--- src/rtl/serial_magnitude_comparator_pkg.sv ---
// Shared encodings for the bit-serial magnitude comparator and its cell.
package serial_magnitude_comparator_pkg;

  typedef enum logic [1:0] {
    CELL_EQ = 2'b00,
    CELL_GT = 2'b01,
    CELL_LT = 2'b10
  } cell_state_t;

  typedef enum logic [1:0] {
    ST_IDLE = 2'b00,
    ST_RUN  = 2'b01,
    ST_DONE = 2'b10
  } fsm_state_t;

endpackage

--- src/rtl/serial_magnitude_comparator_cell.sv ---
// Combinational comparison cell: folds one operand bit pair into the running A-vs-B state.
module comparator_cell
  import serial_magnitude_comparator_pkg::*;
(
  input  cell_state_t i_state,
  input  logic        i_ai,
  input  logic        i_bi,
  input  logic        i_is_sign_bit,
  input  logic        i_msb_first,
  output cell_state_t o_next_state
);

  logic w_a_wins;

  // A sign bit of 1 means negative, so the usual sense of the pair flips.
  assign w_a_wins = (i_ai & ~i_bi) ^ i_is_sign_bit;

  always_comb begin
    o_next_state = i_state;
    if (i_ai != i_bi) begin
      if (!i_msb_first || (i_state == CELL_EQ)) begin
        o_next_state = w_a_wins ? CELL_GT : CELL_LT;
      end
    end
  end

endmodule

--- src/rtl/serial_magnitude_comparator.sv ---
// Bit-serial magnitude comparator: one bit pair per clock, start/busy/done handshake.
module serial_magnitude_comparator
  import serial_magnitude_comparator_pkg::*;
#(
  parameter int WIDTH     = 8,
  parameter bit MSB_FIRST = 1'b0
) (
  input  logic             i_clk,
  input  logic             i_reset,
  input  logic             i_start,
  input  logic [WIDTH-1:0] i_a,
  input  logic [WIDTH-1:0] i_b,
  input  logic             i_signed_mode,
  output logic             o_busy,
  output logic             o_done,
  output logic             o_a_gt_b,
  output logic             o_a_eq_b,
  output logic             o_a_lt_b
);

  localparam int CNT_W = (WIDTH > 2) ? $clog2(WIDTH) : 1;
  localparam logic [CNT_W-1:0] LAST_CNT = CNT_W'(WIDTH - 1);

  fsm_state_t       r_state;
  fsm_state_t       w_state_next;
  logic [WIDTH-1:0] r_a_sh;
  logic [WIDTH-1:0] r_b_sh;
  logic             r_signed;
  logic [CNT_W-1:0] r_cnt;
  cell_state_t      r_cell;
  cell_state_t      w_cell_next;
  logic             r_gt;
  logic             r_eq;
  logic             r_lt;
  logic             w_accept;
  logic             w_run;
  logic             w_last;
  logic             w_ai;
  logic             w_bi;
  logic             w_is_sign;

  always_ff @(posedge i_clk or posedge i_reset) begin
    if (i_reset) begin
      r_state <= ST_IDLE;
    end else begin
      r_state <= w_state_next;
    end
  end

  always_comb begin
    w_state_next = r_state;
    w_accept     = 1'b0;
    case (r_state)
      ST_IDLE: begin
        if (i_start) begin
          w_accept     = 1'b1;
          w_state_next = ST_RUN;
        end
      end
      ST_RUN: begin
        if (r_cnt == LAST_CNT) begin
          w_state_next = ST_DONE;
        end
      end
      ST_DONE: begin
        if (i_start) begin
          w_accept     = 1'b1;
          w_state_next = ST_RUN;
        end else begin
          w_state_next = ST_IDLE;
        end
      end
      default: w_state_next = ST_IDLE;
    endcase
  end

  assign w_run  = (r_state == ST_RUN);
  assign w_last = w_run && (r_cnt == LAST_CNT);

  // The scan always reads the same end of the shift registers; direction picks which end.
  assign w_ai      = MSB_FIRST ? r_a_sh[WIDTH-1] : r_a_sh[0];
  assign w_bi      = MSB_FIRST ? r_b_sh[WIDTH-1] : r_b_sh[0];
  assign w_is_sign = r_signed & (MSB_FIRST ? (r_cnt == '0) : (r_cnt == LAST_CNT));

  comparator_cell u_cell (
    .i_state       (r_cell),
    .i_ai          (w_ai),
    .i_bi          (w_bi),
    .i_is_sign_bit (w_is_sign),
    .i_msb_first   (MSB_FIRST),
    .o_next_state  (w_cell_next)
  );

  always_ff @(posedge i_clk or posedge i_reset) begin
    if (i_reset) begin
      r_a_sh   <= '0;
      r_b_sh   <= '0;
      r_signed <= 1'b0;
      r_cnt    <= '0;
      r_cell   <= CELL_EQ;
      r_gt     <= 1'b0;
      r_eq     <= 1'b0;
      r_lt     <= 1'b0;
    end else if (w_accept) begin
      r_a_sh   <= i_a;
      r_b_sh   <= i_b;
      r_signed <= i_signed_mode;
      r_cnt    <= '0;
      r_cell   <= CELL_EQ;
      r_gt     <= 1'b0;
      r_eq     <= 1'b0;
      r_lt     <= 1'b0;
    end else if (w_run) begin
      if (MSB_FIRST) begin
        r_a_sh <= {r_a_sh[WIDTH-2:0], 1'b0};
        r_b_sh <= {r_b_sh[WIDTH-2:0], 1'b0};
      end else begin
        r_a_sh <= {1'b0, r_a_sh[WIDTH-1:1]};
        r_b_sh <= {1'b0, r_b_sh[WIDTH-1:1]};
      end
      r_cell <= w_cell_next;
      if (w_last) begin
        r_cnt <= '0;
        r_gt  <= (w_cell_next == CELL_GT);
        r_eq  <= (w_cell_next == CELL_EQ);
        r_lt  <= (w_cell_next == CELL_LT);
      end else begin
        r_cnt <= r_cnt + CNT_W'(1);
      end
    end
  end

  assign o_busy   = w_run;
  assign o_done   = (r_state == ST_DONE);
  assign o_a_gt_b = r_gt;
  assign o_a_eq_b = r_eq;
  assign o_a_lt_b = r_lt;

endmodule

--- config.mk ---
export PLATFORM = sky130hd
export DESIGN_NAME = serial_magnitude_comparator
export DESIGN_NICKNAME = d
export VERILOG_FILES = /design/src/rtl/serial_magnitude_comparator_pkg.sv /design/src/rtl/serial_magnitude_comparator_cell.sv /design/src/rtl/serial_magnitude_comparator.sv
export SDC_FILE = /design/constraint.sdc
export NUM_CORES = 1
export LEC_CHECK = 0
export ABC_AREA = 1
export CORE_MARGIN = 8
export CORE_UTILIZATION = 61
export CTS_BUF_LIST = sky130_fd_sc_hd__clkbuf_16
export CTS_CLUSTER_SIZE = 16
export DETAILED_ROUTE_END_ITERATION = 16
export DONT_BUFFER_PORTS = 1
export PLACE_DENSITY = 0.81
export SYNTH_ARGS = -nofsm -noshare
export SYNTH_HDL_FRONTEND = slang
export SYNTH_HIERARCHICAL = 1
export SYNTH_SLANG_ARGS = --single-unit
--- constraint.sdc ---
create_clock -name i_clk -period 1.9 [get_ports i_clk]
set_input_delay 0.19 -clock i_clk [delete_from_list [all_inputs] [get_ports i_clk]]
set_output_delay 0.19 -clock i_clk [all_outputs]
set_load 0.01 [all_outputs]
==> impl_metrics.json, run 1 <==
{
  "outcome": "finished clean",
  "rows": 16,
  "cts_max_level": 1,
  "ys_ff_latch": 27,
  "p_leak_nw": 0.753,
  "slew_violations": 0,
  "wl_per_cell_um": 14.9,
  "critPathCaptureType": "flip-flop",
  "slowest_stage": "dfrtp_1",
  "dieHeight_um": 62.4,
  "switchingPower_mw": 1.02,
  "p_seq_share_pct": 41.7,
  "final_area_sq_mm": 0.00141,
  "crit_buf_inv": 4,
  "synthCells": 163,
  "rsz0062_at_grt": "false",
  "setup_slack_ps": 129,
  "dp_hpwl_um": 1870,
  "final_layout_size_suffix_gt1_share_pct": 7.32,
  "internal_power_mw": 1.45,
  "power_frac_comb_pct": 39.1,
  "slew_headroom_pct": 50.9,
  "max_stage_delay_ps": 400,
  "die_w_um": 62.4,
  "setup_viol": 0,
  "timing.fmax_mhz": 565,
  "cts_setup_buffers": 0,
  "layout_commonest_cell": "nand2_1",
  "cp_max_fo": 4,
  "area_delta_synth_final_pct": 7.16,
  "synth.distinct_cells": 16,
  "seq_area_frac_synth_pct": 51.5,
  "path_common_cell": "nand2_1",
  "drt_first_iter_violations": 65,
  "hold_viol_final": 0,
  "clk_latency_ps": 260,
  "vias_per_cell": 5.74,
  "start_util_pct": 65.5,
  "cts.sinks": 27,
  "io_pins": 25,
  "power_mw": 2.47,
  "crit_required_ps": 2100,
  "yosysWarnings": 6,
  "drc": 0,
  "ant_nets": 0,
  "crit_arrival_ps": 1970,
  "grt_overflow": 0,
  "place_ws_ps": 226,
  "drt_wl_total_um": 2850,
  "syn_nets": 186,
  "cp_top_family": "simple AND/OR/NAND/NOR gates",
  "die-area_sq_mm": 0.00389,
  "clockRootBuffer": "clkbuf_16",
  "place_area_sq_mm": 0.00131,
  "first_global_vias": 1099,
  "worst_pin_slew_ps": 734,
  "via_count": 1097,
  "switching_share_pct": 41.2,
  "gp_congestion": 0.864,
  "clockBufferDepth": 2,
  "drv_cap": 0,
  "antenna_found_initial": 0,
  "fin_skew_ps": 2.30,
  "cts.clk_slew.worst_paths_ps": 70,
  "post-route-min-period_ps": 1770,
  "drt_first_pass_iters": 5,
  "clockPowerShare_pct": 19.2,
  "power_density_mw_per_mm2": 1760,
  "min_path_type": "input pin to flip-flop",
  "cts-buffers-inserted": 3,
  "cp_cell_sequence": "ha_1, ha_2, nand2_1, inv_1, inv_1, nand2_1, nand2_1, nand3_1, nand2_1, inv_1, inv_1, nand2_1, nor2_1, nand2_1, nand2_1",
  "avgSynthCellArea_sq_um": 8.04,
  "grt_pass1_wl_um": 4600,
  "synth_area_sq_mm": 0.00131,
  "cp-start-kind": "flip-flop",
  "core-area_sq_mm": 0.00200,
  "fin_crit_sh_pct": 93.2,
  "critical_path_class": "flip-flop to flip-flop",
  "place.port_buffers": 0,
  "fill_cells": 166,
  "final_cell_mix": "nand2_1 (58), nand3_1 (43), dfrtp_1 (27), inv_1 (14), nor2_1 (4)",
  "tns_ps": 0,
  "cts_tree": "done",
  "grt_max_degree": 28,
  "grt_util_all_layers_pct": 14.2,
  "fin_util_pct": 70.2,
  "num-nets-final": 188,
  "ir_drop_uv": 985,
  "n_antenna_cell": 0
}
[synth_stat cells]
cell type | instances | area share, %
buf_2 | 2 | 0.76
buf_4 | 2 | 1.1
buf_6 | 2 | 1.7
conb_1 | 1 | 0.29
dfrtp_1 | 27 | 52
ha_1 | 3 | 2.9
inv_1 | 14 | 4.0
inv_2 | 1 | 0.29
nand2_1 | 58 | 17
nand2_2 | 1 | 0.48
nand3_1 | 43 | 16
nor2_1 | 4 | 1.1
nor2_2 | 1 | 0.48
nor2_4 | 1 | 0.86
o21ai_0 | 2 | 0.76
o21ai_2 | 1 | 0.67
[power groups by stage]
stage	Combinational (mW)	Sequential (mW)	Clock [mW]
floorplan	0.808	0.985	0
global placement	0.880	1.02	0
detailed placement	0.937	1.03	0
CTS	0.958	1.03	0.478
global route	1.09	1.05	0.506
finish	0.966	1.03	0.473
[cells by family (layout without fill, tap and decap cells)]
kind of cell    Yosys count  in the layout  synth area share, %
buf+inv                  21             22                 7.92
flops                    27             27                 51.5
other cells               1              1                0.286
fa+ha+maj                 3              3                 2.86
compound gates            3              3                 1.43
simple gates            108            108                 36.0
[final timing paths]
kind / startpoint / endpoint / slack [ps] / depth (start not counted)
setup reg to reg: r_cnt[0] / o_a_lt_b / 130 / 15
min in group asynchronous: i_reset / r_a_sh[6] / 430 / 3
hold / removal: i_b[7] / r_b_sh[7] / 50 / 2
setup / recovery: r_cnt[0] / o_a_lt_b / 130 / 15
hold reg to reg: r_a_sh[1] / r_a_sh[0] / 490 / 2
max in group asynchronous: i_reset / r_b_sh[3] / 1220 / 3
[timing repair]
action,in CTS,in global routing
setup endpoints to repair,0,1
hold endpoints to repair,27,0
resized for setup,0,1
hold buffers,1,0
[through the flow]
stage / hold slack (ps) / cells
2_1_floorplan: 243 / 163
3_3_place_gp: 154 / 186
3_5_place_dp: 164 / 186
4_1_cts: 45.0 / 191
5_1_grt: 56.2 / 191
6_report: 45.1 / 191
[cell type report]
type	instances	area, sq um	area share [%]
well taps	27	33.8	2.40
inverters	15	56.3	4.01
multi-input cells	115	534	38.0
flip-flops and latches	27	676	48.1
clock inverters	1	5.00	0.356
clock buffers	3	75.1	5.34
repair buffers	3	25.0	1.78
[flip-flops by register name, indices dropped and copies added, names as in the netlist]
register  flops
o_a_eq_b      1
o_a_gt_b      1
o_a_lt_b      1
r_a_sh        8
r_b_sh        8
r_cell        2
r_cnt         3
r_signed      1
r_state       2
[layer usage]
metal  share of wire, %  global-route usage, %  wire, um
met1                 42                   14.3      1190
met2                 48                   24.8      1380
met3                8.1                   4.84       230
met4                1.8                   8.26        51
met5                  0                      0         0
[worst register-to-register path, delay by kind of cell (launching register included)]
kind	cells	cell delay, ps
adders and majority gates	2	400
buffers and inverters	4	250
DFF	1	400
and+or+nand+nor	9	680
No activity file was read; power rests on OpenSTA's default activity.
==> inputs of run 2 (changes only) <==
Settings changed: ABC_AREA 1 to not set, CORE_UTILIZATION 61 to 60, PLACE_DENSITY 0.81 to 0.8.
==> run 2 against run 1 <==
Die area down 1.8%. Register-to-register slack worse by 40 ps. Highest routed layer unchanged. Critical path type unchanged. Critical path depth fell by 8. First-iteration DRC count decreased by 66%. Sequential power fell by 6%. Power fell by 4.9%.
==> impl_metrics.json, run 2 <==
{
  "cts.sinks": 27,
  "synth_area_leaders": "dfrtp_1 (54%), a22o_1 (12%), a21o_1 (7.8%)",
  "synthTopCellsByCount": "dfrtp_1 (27), a22o_1 (17), a21o_1 (13)",
  "clockRootBuffer": "clkbuf_16",
  "power_density_mw_per_mm2": 1670,
  "antenna_found_initial": 0,
  "synth.distinct_cells": 27,
  "wl_per_cell_um": 17.1,
  "r2r-start": "r_cnt[0]",
  "grt_overflow": 0,
  "n_antenna_cell": 0,
  "via_count": 831,
  "rrSetupSlack_ps": 90,
  "synth.top_cell.area_share_pct": 53.7,
  "power_mw": 2.35,
  "drc": 0,
  "cts_max_level": 1,
  "fill_cells": 144,
  "internal_power_mw": 1.56,
  "dieHeight_um": 61.8,
  "die-area_sq_mm": 0.00382,
  "fin_crit_sh_pct": 95.4,
  "seq_area_frac_synth_pct": 53.7,
  "gp_congestion": 0.731,
  "cts-buffers-inserted": 3,
  "clockBufferDepth": 2,
  "drt_first_iter_violations": 22,
  "drv_cap": 0,
  "drt_wl_total_um": 2400,
  "die_w_um": 61.8,
  "r2r_cells": 7,
  "power_frac_comb_pct": 38.9,
  "drt_first_pass_iters": 4,
  "reg_top3": "r_a_sh: 8 flops, r_b_sh: 8 flops, r_cnt: 3 flops",
  "outcome": "finished clean",
  "synth_ff_type": "dfrtp_1",
  "hold_viol_final": 0,
  "tns_ps": 0,
  "start_util_pct": 64.2,
  "clk_latency_ps": 260,
  "p_seq_share_pct": 41.3,
  "final_layout_size_suffix_gt1_share_pct": 18.6,
  "yosysMostFrequentCell": "dfrtp_1",
  "crit_arrival_ps": 2000,
  "layout_commonest_cell": "dfrtp_1",
  "rsz0062_at_grt": "false",
  "final_area_sq_mm": 0.00141,
  "rows": 16,
  "yosysTopAreaCell": "dfrtp_1",
  "critPathCaptureType": "flip-flop",
  "synth_edf_count": 0,
  "async_flop_share_pct": 100,
  "grt_max_degree": 28,
  "area_delta_synth_final_pct": 11.7,
  "rr_endpoint": "o_a_eq_b",
  "fin_skew_ps": 3.28,
  "dp_hpwl_um": 1680,
  "slew_violations": 0,
  "switching_share_pct": 33.7,
  "grt_util_all_layers_pct": 14.5,
  "num-nets-final": 137,
  "post-route-min-period_ps": 1810,
  "grt_pass1_wl_um": 4120,
  "critical_path_class": "flip-flop to flip-flop",
  "switchingPower_mw": 0.792,
  "timing.fmax_mhz": 552,
  "min_path_cells": 2,
  "ant_nets": 0,
  "cts_tree": "done",
  "synthCells": 107,
  "yosysWarnings": 6,
  "ys_ff_latch": 27,
  "ir_drop_uv": 863,
  "vias_per_cell": 5.94,
  "core-area_sq_mm": 0.00196,
  "io_pins": 25,
  "crit_required_ps": 2090,
  "clockPowerShare_pct": 19.8,
  "cp_max_fo": 4,
  "cp-start-kind": "flip-flop",
  "cts.clk_slew.worst_paths_ps": 60,
  "avgSynthCellArea_sq_um": 11.8,
  "place.port_buffers": 0,
  "synth_area_sq_mm": 0.00126,
  "p_leak_nw": 0.736,
  "min_to": "r_a_sh[2]",
  "min_path_type": "input pin to flip-flop",
  "place_area_sq_mm": 0.00128,
  "setup_viol": 0,
  "final_cell_mix": "dfrtp_1 (27), a22o_1 (17), a21o_1 (13), nand2_1 (7), a21oi_1 (5)",
  "first_global_vias": 931,
  "hp-start": "i_a[2]"
}
-- run 2: cell type report --
| type | instances | area [sq um] | area share [%] |
|---|---|---|---|
| Inverter | 4 | 15.0 | 1.07 |
| Tap cell | 27 | 33.8 | 2.40 |
| Clock inverter | 1 | 5.00 | 0.356 |
| Clock buffer | 3 | 75.1 | 5.34 |
| Multi-Input combinational cell | 73 | 562 | 39.9 |
| Sequential cell | 27 | 676 | 48.0 |
| Timing Repair Buffer | 5 | 40.0 | 2.85 |
-- run 2: kinds of logic (layout without fill, tap and decap cells) --
logic type / after synthesis / after routing / synth area share (%)
mux: 2 / 2 / 1.69
other cells: 1 / 4 / 0.298
simple gates: 19 / 19 / 9.34
xor+xnor: 1 / 1 / 0.696
fa+ha+maj: 3 / 3 / 2.98
compound gates: 44 / 44 / 26.0
buf+inv: 10 / 13 / 5.27
flops: 27 / 27 / 53.7
-- run 2: worst max-delay path: stages (launching register included) --
cell     delay, ps
dfrtp_1        400
ha_2           190
ha_2           170
and2_4         140
xnor2_2        130
a21bo_1        230
or3_4          380
a21oi_2        120
-- run 2: per-layer routing --
metal | GRT usage, % | share of wire, % | wire length (um)
met1 | 16.5 | 41 | 980
met4 | 6.49 | 1.4 | 34
met5 | 0 | 0 | 0
met2 | 24.5 | 52 | 1240
met3 | 4.32 | 6.0 | 143
-- run 2: power by group through the flow --
| stage | registers (mW) | clock network (mW) | logic (mW) |
|---|---|---|---|
| after floorplan | 0.932 | 0 | 0.769 |
| after detailed placement | 0.978 | 0 | 0.849 |
| after global placement | 0.960 | 0 | 0.791 |
| final | 0.970 | 0.465 | 0.913 |
| after global routing | 0.998 | 0.506 | 1.04 |
| after CTS | 0.970 | 0.480 | 0.854 |
-- run 2: what timing repair did --
| item | CTS | global route |
|---|---|---|
| setup endpoints to repair | 0 | 3 |
| gates resized for setup | 0 | 8 |
| setup buffers | 0 | 1 |
| hold endpoints to repair | 27 | 0 |
| hold buffers | 1 | 0 |
-- run 2: per-stage QoR --
| stage | setup slack [ps] | instances | hold WS [ps] | utilization [%] |
|---|---|---|---|---|
| 3_5_place_dp | 42.3 | 134 | 161 | 65.1 |
| 5_1_grt | 10.6 | 140 | 57.8 | 71.7 |
| 4_1_cts | 19.1 | 139 | 56.9 | 69.7 |
| 6_report | 87.1 | 140 | 59.3 | 71.7 |
| 2_1_floorplan | 102 | 110 | 243 | - |
| 3_3_place_gp | 113 | 134 | 152 | 65.1 |
-- run 2: how the worst max path moves through the flow --
stage / startpoint / end / slack, ps
final: r_cnt[0] / o_a_eq_b / 90
after global routing: r_cnt[0] / o_a_eq_b / 10
after CTS: r_cnt[0] / o_a_gt_b / 20
after detailed placement: r_cnt[0] / o_a_gt_b / 40
after global placement: r_cnt[0] / o_a_gt_b / 110
after floorplan: r_cnt[0] / o_a_gt_b / 100
